[config.mk]
export PLATFORM = sky130hd
export DESIGN_NAME = stopwatch_fnd_ctrl
export DESIGN_NICKNAME = d
export VERILOG_FILES = /design/src/rtl/stopwatch_fnd_ctrl.sv
export SDC_FILE = /design/constraint.sdc
export NUM_CORES = 1
export LEC_CHECK = 0
export BUFFER_PORTS_ARGS = -buffer_cell sky130_fd_sc_hd__buf_2
export CAP_MARGIN = 0
export CORE_MARGIN = 2
export CORE_UTILIZATION = 23
export CTS_BUF_LIST = sky130_fd_sc_hd__clkbuf_8
export DETAILED_ROUTE_END_ITERATION = 8
export SLEW_MARGIN = 0
export SYNTH_ARGS = -nofsm -noshare
export SYNTH_HDL_FRONTEND = slang
export SYNTH_SLANG_ARGS = --single-unit
[constraint.sdc]
create_clock -name clk -period 5.4 [get_ports clk]
set_clock_uncertainty 0.05 [all_clocks]
set_input_delay 0.27 -clock clk [delete_from_list [all_inputs] [get_ports clk]]
set_output_delay 0.27 -clock clk [all_outputs]
set_load 0.05 [all_outputs]
[src/rtl/stopwatch_fnd_ctrl.sv]
// stopwatch_fnd_ctrl: 4-digit common-anode FND scanner for the stopwatch.
// Shows SS.mm (mode 0) or HH.MM (mode 1) with a 1 Hz blinking centre point.
// Every output is registered. Each digit enable and its segment pattern are
// loaded on the same scan edge, so no digit ever shows another digit's segments.
module stopwatch_fnd_ctrl #(
   parameter int unsigned CLK_FREQ = 100_000_000,
   parameter int unsigned SCAN_HZ  = 1_000
) (
   input  logic       clk,
   input  logic       reset,
   input  logic       i_mode,
   input  logic [6:0] i_msec,
   input  logic [5:0] i_sec,
   input  logic [5:0] i_min,
   input  logic [5:0] i_hour,
   output logic [3:0] o_fnd_com,
   output logic [7:0] o_fnd_data
);

   localparam int unsigned SCAN_DIV = CLK_FREQ / SCAN_HZ;
   localparam int unsigned CNT_W    = (SCAN_DIV > 2) ? $clog2(SCAN_DIV) : 1;
   localparam int unsigned DIG_W    = 4;
   localparam int unsigned SEG_W    = 7;

   // Active-low {g,f,e,d,c,b,a} patterns
   localparam logic [SEG_W-1:0] SEG_0    = 7'h40;
   localparam logic [SEG_W-1:0] SEG_1    = 7'h79;
   localparam logic [SEG_W-1:0] SEG_2    = 7'h24;
   localparam logic [SEG_W-1:0] SEG_3    = 7'h30;
   localparam logic [SEG_W-1:0] SEG_4    = 7'h19;
   localparam logic [SEG_W-1:0] SEG_5    = 7'h12;
   localparam logic [SEG_W-1:0] SEG_6    = 7'h02;
   localparam logic [SEG_W-1:0] SEG_7    = 7'h78;
   localparam logic [SEG_W-1:0] SEG_8    = 7'h00;
   localparam logic [SEG_W-1:0] SEG_9    = 7'h10;
   localparam logic [SEG_W-1:0] SEG_DASH = 7'h3F;

   logic [CNT_W-1:0] r_scan_cnt;
   logic [1:0]       r_dig_idx;
   logic [3:0]       r_fnd_com;
   logic [7:0]       r_fnd_data;

   logic             w_scan_tick;
   logic [DIG_W-1:0] w_msec_ones;
   logic [DIG_W-1:0] w_msec_tens;
   logic [DIG_W-1:0] w_sec_ones;
   logic [DIG_W-1:0] w_sec_tens;
   logic [DIG_W-1:0] w_min_ones;
   logic [DIG_W-1:0] w_min_tens;
   logic [DIG_W-1:0] w_hour_ones;
   logic [DIG_W-1:0] w_hour_tens;
   logic [DIG_W-1:0] w_digit;
   logic [SEG_W-1:0] w_seg;
   logic             w_dp_n;
   logic [3:0]       w_com;

   // Tick marks the last cycle of each digit slot
   assign w_scan_tick = (r_scan_cnt == CNT_W'(SCAN_DIV - 1));

   // Decimal split at full input width; tens may exceed 9 for out-of-range counts
   assign w_msec_ones = DIG_W'(i_msec % 7'd10);
   assign w_msec_tens = DIG_W'(i_msec / 7'd10);
   assign w_sec_ones  = DIG_W'(i_sec  % 6'd10);
   assign w_sec_tens  = DIG_W'(i_sec  / 6'd10);
   assign w_min_ones  = DIG_W'(i_min  % 6'd10);
   assign w_min_tens  = DIG_W'(i_min  / 6'd10);
   assign w_hour_ones = DIG_W'(i_hour % 6'd10);
   assign w_hour_tens = DIG_W'(i_hour / 6'd10);

   // Scan counter: free-running 0..SCAN_DIV-1
   always_ff @(posedge clk or posedge reset) begin
      if (reset) begin
         r_scan_cnt <= '0;
      end else if (w_scan_tick) begin
         r_scan_cnt <= '0;
      end else begin
         r_scan_cnt <= r_scan_cnt + CNT_W'(1);
      end
   end

   // Digit index advances after each load; wraps naturally 3 -> 0
   always_ff @(posedge clk or posedge reset) begin
      if (reset) begin
         r_dig_idx <= 2'd0;
      end else if (w_scan_tick) begin
         r_dig_idx <= r_dig_idx + 2'd1;
      end
   end

   // Select the BCD value for the current digit from the active view
   always_comb begin
      w_digit = '0;
      unique case (r_dig_idx)
         2'd0:    w_digit = i_mode ? w_min_ones  : w_msec_ones;
         2'd1:    w_digit = i_mode ? w_min_tens  : w_msec_tens;
         2'd2:    w_digit = i_mode ? w_hour_ones : w_sec_ones;
         default: w_digit = i_mode ? w_hour_tens : w_sec_tens;
      endcase
   end

   // Seven-segment decode; anything above 9 shows a dash
   always_comb begin
      w_seg = SEG_DASH;
      unique case (w_digit)
         4'd0:    w_seg = SEG_0;
         4'd1:    w_seg = SEG_1;
         4'd2:    w_seg = SEG_2;
         4'd3:    w_seg = SEG_3;
         4'd4:    w_seg = SEG_4;
         4'd5:    w_seg = SEG_5;
         4'd6:    w_seg = SEG_6;
         4'd7:    w_seg = SEG_7;
         4'd8:    w_seg = SEG_8;
         4'd9:    w_seg = SEG_9;
         default: w_seg = SEG_DASH;
      endcase
   end

   // Centre point lit during the first half of every second
   assign w_dp_n = ~((r_dig_idx == 2'd2) && (i_msec < 7'd50));

   // One-cold digit enable for the current index
   assign w_com = ~(4'b0001 << r_dig_idx);

   // Output registers: enable and segments loaded together on the scan tick
   always_ff @(posedge clk or posedge reset) begin
      if (reset) begin
         r_fnd_com  <= 4'b1111;
         r_fnd_data <= 8'hFF;
      end else if (w_scan_tick) begin
         r_fnd_com  <= w_com;
         r_fnd_data <= {w_dp_n, w_seg};
      end
   end

   assign o_fnd_com  = r_fnd_com;
   assign o_fnd_data = r_fnd_data;

endmodule
==> metrics, run 1 <==
pin count of the biggest net entering global routing=32; diode count=0; CP max stage cell=ha_1; Net Switching=0.215 mW; total clock sinks=31; top fanout value on the critical path=10; sequential share of power=36.3%; die height=117 um; Hold Path Class=primary input to asynchronous set/reset pin; total CTS buffers=5; crit path kind=register to register; total routed wirelength=7.52 mm; final antenna-violating net count=0; first-pass GRT wire length=12.5 mm; Slew @ Worst Pin=0.703 ns; final slew viol count=0; CP Launch Type=register; initial antenna violation count=0; top cells by area, synth=dfrtp_1 16%, dfstp_2 11%, mux4_2 10%; post-synth top area share=16.2%; unrepaired setup endpoints after global routing=no; Place WS=0.653 ns; fin util=27.1%; H-tree Lvls=2; total power=0.654 mW; PwrDens=193 mW/mm2; layout cells sized above 1=26.4%; max-cap viol count=0; post-DP HPWL=5.79 mm; Final Cell Area=0.00339 mm2; CTS root buf=clkbuf_8; synthesized flop and latch total=31; most frequent cells after synthesis=25 x nor2_1, 24 x nand2_1, 19 x dfrtp_1, 19 x o21ai_0, 15 x ha_1; Mapped Area=0.00294 mm2; Lkg Pwr=1.35 nW; DRC viols=0; post-synthesis cell count=315; min cycle time layout=4.86 ns; Synth cell types=71; Global Route Usage Sum=11.4%; Max-slew headroom=53.0%; leading area contributor after synthesis=dfrtp_1; I/O pins=40; wire per inst=14.4 um; Area growth, synth to finish=15.5%; Syn Area/Cell=9.32 um2; Initial Utilization=23.5%; Setup Viol. Count Final=0; vias in the first global route=2495; CTS clk-pin slew, worst paths=0.07 ns; status=complete, no violations; combinational power share=33.5%; Setup WS post-layout=0.542 ns; sequential share of the synthesized area=26.9%; Setup Buffers After CTS=0; Async S/R FF share, synth=100%; Site Rows=41; post-CTS sizing=0; Synth Warn #=0; clock latency at the later pin of the worst-skew pair=0.28 ns; Fin. Hold Viols=0; routed vias/inst=4.97; final cell count without fillers=521; worst hold slack=0.00969 ns; most frequent cell after synthesis=nor2_1; EDFF count, synth=0; CP arrival=4.99 ns; Iter 0 DRT Violations=290; IO Port Bufs=39; die span in x=117 um; placed insts=513; die area=0.0137 mm2; slowest stage delay, CP=0.47 ns; DP Area=0.00329 mm2; RD Place Congestion=0.844; VDD IR max=0.0965 mV; worst-path cell chain=inv_1 > ha_1 > buf_4 > mux4_2 > nor4b_2 > o21ai_1 > a31oi_1 > ha_1 > inv_1 > o31ai_1 > o211ai_1 > nand4bb_1 > a21oi_1 > nor3_1 > inv_1 > ha_1 > nand4b_1 > mux2i_1 > o31ai_1; P_int=0.440 mW; f_max=206 MHz; Setup TNS=0 ns; Total Nets Final=391; core area=0.0125 mm2; TritonCTS clock tree=done; via count=2588; crit share post-route=90.0%; syn_nets=358; CP Capture Type=register; ys flop type=dfrtp_1; clock share of power=30.2%; worst flop-to-flop path startpoint=r_dig_idx[1]; Worst Path Required=5.54 ns; Hold Buf Count CTS=0; switch share=32.8%; Pre-Repair DR Iteration Count=4; Bufs on Longest Clock Path=2; GRT overflow=0; Worst Setup SP=r_dig_idx[1]
==> layout make-up <==
class / instances / area (um2)
fillers: 1354 / 9130
multi-input cells: 254 / 2010
clock inverters: 1 / 3.75
inverters: 13 / 48.8
flip-flops and latches: 31 / 791
well taps: 172 / 215
clock buffers: 7 / 96.3
repair buffers: 43 / 225
==> power groups by stage <==
stage / clock network (mW) / logic [mW] / registers [mW]
2_1_floorplan: 0 / 0.158 / 0.250
3_3_place_gp: 0 / 0.214 / 0.242
3_5_place_dp: 0 / 0.217 / 0.242
4_1_cts: 0.203 / 0.218 / 0.238
5_1_grt: 0.213 / 0.243 / 0.238
6_report: 0.197 / 0.219 / 0.238
==> critical path, delay by kind of cell (launching register included) <==
kind,cells,cell delay [ns]
AND/OR/NAND/NOR,4,1.13
flip-flops,1,0.40
adder cells (fa/ha/maj),3,0.90
buffers and inverters,4,0.58
AO/OA/AOI/OAI,6,1.07
multiplexers,2,0.62
==> registers in the layout, indices dropped and copies added (netlist names) <==
| signal | flops |
|---|---|
| r_scan_cnt | 17 |
| o_fnd_data | 8 |
| o_fnd_com | 4 |
| r_dig_idx | 2 |
==> path summary, 6_finish.rpt <==
path	slack, ns	depth (start not counted)	end
max	0.54	19	o_fnd_data[5]
min	0.01	3	r_scan_cnt[6]
max reg2reg	0.54	19	o_fnd_data[5]
min reg2reg	0.43	2	o_fnd_data[2]
max in group asynchronous	4.97	3	o_fnd_com[2]
min in group clk	0.26	3	o_fnd_data[7]
==> routing by layer <==
layer	vias up	share of wire, %	track usage [%]
met1	1243	51	17.3
li1	1252	-	-
met2	89	44	17.1
met3	4	5.0	1.34
met4	0	0.48	2.59
met5	-	0	0
==> logic make-up after synthesis <==
family	synth area share [%]
AND/OR/NAND/NOR	22.3
adder cells (fa/ha/maj)	6.39
XOR/XNOR	5.67
flip-flops	26.9
multiplexers	12.8
buffers and inverters	4.60
AO/OA/AOI/OAI	21.3
==> cell usage in the layout (no fill, tap or decap), types with 8 or more instances in the layout <==
cell type and instances:
nand3_1 12, ha_1 15, o21ai_0 19, dfrtp_1 19, nor2_1 25, xor2_1 10
dfstp_2 12, buf_2 39, xnor2_1 9, a21oi_1 11, mux4_2 13, nand2_1 24
nand2b_1 8, inv_1 14
No activity file was read; power rests on OpenSTA's default activity.
==> run 2, diff against run 1 <==
- CTS_BUF_LIST: sky130_fd_sc_hd__clkbuf_8 -> sky130_fd_sc_hd__clkbuf_2 sky130_fd_sc_hd__clkbuf_4 sky130_fd_sc_hd__clkbuf_8
- clock period: 5.4 -> 5.47 ns (I/O delays scaled with it)
==> metrics, run 2 (same netlist as run 1, synthesis figures left out) <==
Iter 0 DRT Violations=139; final antenna-violating net count=0; CP Capture Type=register; routed vias/inst=4.98; commonest non-fill, non-tap cells in the layout=39 x buf_2, 25 x nor2_1, 24 x nand2_1; CTS clk-pin slew, worst paths=0.06 ns; crit path kind=register to register; pin count of the biggest net entering global routing=27; Worst Setup SP=r_dig_idx[1]; Slew @ Worst Pin=0.719 ns; Pre-Repair DR Iteration Count=4; RR Endpoint=o_fnd_data[5]; diode count=0; H-tree Lvls=2; worst hold slack=0.273 ns; top fanout value on the critical path=11; post-DP HPWL=5.81 mm; Total Nets Final=392; I/O pins=40; GRT overflow=0; r2r setup slk=0.71 ns; unrepaired setup endpoints after global routing=no; Setup Viol. Count Final=0; Fin. Hold Viols=0; CP Launch Type=register; crit share post-route=87.1%; layout cells sized above 1=26.6%; clock latency at the later pin of the worst-skew pair=0.28 ns; Site Rows=41; min cycle time layout=4.76 ns; Max-slew headroom=51.9%; IO Port Bufs=39; die height=117 um; core area=0.0125 mm2; DRC viols=0; worst flop-to-flop path startpoint=r_dig_idx[1]; final slew viol count=0; RD Place Congestion=0.842; Area growth, synth to finish=15.9%; max-cap viol count=0; PwrDens=191 mW/mm2; Top reg by flops=r_scan_cnt; vias in the first global route=2489; total CTS buffers=5; initial antenna violation count=0; Global Route Usage Sum=11.1%; die span in x=117 um; CTS root buf=clkbuf_8; fin util=27.2%; total clock sinks=31; r2r worst-path depth=21; Worst Path Required=5.60 ns; f_max=210 MHz; max reg flops=17; first-pass GRT wire length=12.2 mm; CP arrival=4.90 ns; TritonCTS clock tree=done; total routed wirelength=7.45 mm; wire per inst=14.3 um; status=complete, no violations; Setup Buffers After CTS=0; most common cell after layout, fill and taps aside=buf_2; via count=2597; Hold Path Class=primary input to register; Bufs on Longest Clock Path=2; final cell count without fillers=522; Lkg Pwr=1.36 nW; Setup TNS=0 ns; placed insts=513; CP Capture Point=o_fnd_data[5]; worst hold start=i_msec[6]; VDD IR max=0.0791 mV; die area=0.0137 mm2; Initial Utilization=23.5%
[run 2: worst min-delay path by stage]
stage                     slack [ns]        endpoint  cells after the start
after floorplan                 0.32    r_dig_idx[0]                      1
after global placement          0.14  r_scan_cnt[16]                      2
after detailed placement        0.14  r_scan_cnt[16]                      2
after CTS                       0.26   o_fnd_data[7]                      3
after global routing            0.30   o_fnd_data[7]                      3
final                           0.27   o_fnd_data[7]                      3
[run 2: final cells by class]
type,instances,area [um2]
Fill cell,1360,9110
Timing Repair Buffer,44,235
Clock buffer,8,104
Multi-Input combinational cell,254,2010
Sequential cell,31,791
Tap cell,172,215
Inverter,13,48.8
[run 2: through the flow]
step / instance area (um2) / setup WS, ns / total power [mW]
detailed placement: 3290 / 0.718 / 0.451
global route: 3400 / 0.181 / 0.690
floorplan: 2940 / 1.19 / 0.403
global placement: 3290 / 0.835 / 0.449
finish: 3400 / 0.708 / 0.650
CTS: 3400 / 0.718 / 0.655
[run 2: critical path, cell delays in order, from the launching register on]
cell and delay (ns):
dfrtp_1 0.40, inv_1 0.10, ha_1 0.44, nor4bb_1 0.29, buf_4 0.22, a22oi_1 0.10, ha_1 0.24, a21oi_1 0.25
o22ai_1 0.11, a31oi_1 0.33, ha_1 0.21, inv_1 0.05, o31ai_1 0.24, o211ai_1 0.15, nand4bb_1 0.13, a21oi_1 0.09
nor3_1 0.45, inv_1 0.16, ha_1 0.20, nand4b_1 0.17, mux2i_1 0.19, o31ai_1 0.09
[run 2: repair_timing]
item                      in CTS  in global routing
hold endpoints to repair       5                  0
hold buffers                   1                  0
resized for setup              0                  0
[run 2: power breakdown]
| part | switching (mW) | internal [mW] | leakage (nW) |
|---|---|---|---|
| combinational | 0.127 | 0.0882 | 0.924 |
| sequential | 0.00109 | 0.234 | 0.376 |
| clock | 0.0798 | 0.120 | 0.0549 |
[run 2: layer usage]
metal / wire length (um) / GRT usage [%]
met4: 99 / 3.14
met5: 0 / 0
met1: 3690 / 16.3
met3: 349 / 1.65
met2: 3310 / 16.9
==> run 3, diff against run 2 <==
- CORE_ASPECT_RATIO: default -> 0.75
==> metrics, run 3 (same netlist as run 1, synthesis figures left out) <==
status=complete, no violations; IO Port Bufs=39; diode count=0; Area growth, synth to finish=15.1%; Top reg by flops=r_scan_cnt; Filler cells=1311; VDD IR max=0.0977 mV; CTS root buf=clkbuf_8; initial antenna violation count=0; Iter 0 DRT Violations=201; Hold Path Class=primary input to asynchronous set/reset pin; final antenna-violating net count=0; clock latency at the later pin of the worst-skew pair=0.28 ns; top fanout value on the critical path=22; crit share post-route=91.4%; Total Nets Final=390; total routed wirelength=7.30 mm; final cell count without fillers=514; die area=0.0137 mm2; die span in x=134 um; commonest non-fill, non-tap cells in the layout=39 x buf_2, 25 x nor2_1, 24 x nand2_1; Pre-Repair DR Iteration Count=5; Max-slew headroom=47.6%; total CTS buffers=5; GRT overflow=0; via count=2572; CP max stage cell=ha_1; crit path buf inv count=3; CP Capture Type=register; post-DP HPWL=5.74 mm; Worst Path Required=5.59 ns; delay-heaviest family, CP=compound AO/OA/AOI/OAI gates; Setup TNS=0 ns; Setup Buffers After CTS=0; RD Place Congestion=0.885; Fin. Hold Viols=0; slowest stage delay, CP=0.68 ns; post-CTS sizing=0; Final Cell Area=0.00338 mm2; max reg flops=17; I/O pins=40; CP Launch Type=register; max-cap viol count=0; Bufs on Longest Clock Path=2; CP arrival=5.12 ns; Hold Buf Count CTS=0; first-pass GRT wire length=12.3 mm; core area=0.0123 mm2; H-tree Lvls=2; vias in the first global route=2474; min cycle time layout=5.00 ns; CTS clk-pin slew, worst paths=0.06 ns; DP Area=0.00328 mm2; crit path kind=register to register; Setup Viol. Count Final=0; die height=102 um; final slew viol count=0; routed vias/inst=5.00; unrepaired setup endpoints after global routing=no; worst-path cell chain=inv_1 > ha_1 > mux4_2 > a21boi_1 > or3b_1 > a32oi_2 > nor2_1 > ha_1 > inv_1 > a21oi_1 > o2111a_1 > a211oi_1 > a211o_1 > inv_1 > ha_1 > and3_1 > o41ai_1; total clock sinks=31; placed insts=506; DRC viols=0; Slew @ Worst Pin=0.787 ns; pin count of the biggest net entering global routing=32; Lkg Pwr=1.34 nW; Site Rows=35; Global Route Usage Sum=11.0%; TritonCTS clock tree=done; Initial Utilization=23.8%; PwrDens=191 mW/mm2; layout cells sized above 1=26.4%; area occupied by multi-input gates=0.00201 mm2; register area=791 um2; most common cell after layout, fill and taps aside=buf_2; wire per inst=14.2 um; f_max=200 MHz
[run 3: through the flow]
step	setup WS, ns	hold WS (ns)	utilization, %	power, mW
4_1_cts	0.529	0.0230	27.4	0.649
6_report	0.470	0.0134	27.4	0.647
5_1_grt	0.176	0.0594	27.4	0.685
3_3_place_gp	0.748	0.318	26.5	0.449
3_5_place_dp	0.571	0.322	26.5	0.451
2_1_floorplan	1.19	0.318	-	0.403
[run 3: path summary, 6_finish.rpt]
path	startpoint	end	slack [ns]	cells after the start
worst max-delay path	r_dig_idx[0]	o_fnd_data[3]	0.47	17
worst min-delay path	reset	r_scan_cnt[16]	0.01	3
worst max register to register	r_dig_idx[0]	o_fnd_data[3]	0.47	17
worst min register to register	o_fnd_data[3]	o_fnd_data[3]	0.43	2
max in group asynchronous	reset	o_fnd_data[4]	5.04	3
min in group clk	i_msec[6]	o_fnd_data[7]	0.25	3
[run 3: power breakdown]
group	internal, mW	leakage (nW)	switching [mW]	total (mW)
clock	0.114	0.0505	0.0810	0.195
sequential	0.234	0.376	0.00134	0.235
combinational	0.0880	0.914	0.129	0.217
total	0.436	1.34	0.211	0.647
[run 3: worst min-delay path: stages]
cell,delay [ns]
buf_2,0.09
inv_1,0.04
buf_4,0.34
[run 3: metal layers]
layer / up-vias / part of all wire, % / track usage [%]
li1: 1252 / - / -
met1: 1236 / 49 / 15.7
met2: 80 / 44 / 17.2
met3: 4 / 5.9 / 2.83
met4: 0 / 0.71 / 1.94
met5: - / 0 / 0
[run 3: cell type report]
type,count,area share (%)
clock buffer,7,2.85
clock inverter,1,0.222
inverter,13,1.44
multi-input combinational,254,59.5
sequential,31,23.4
tap,166,6.15
timing repair buffer,42,6.44
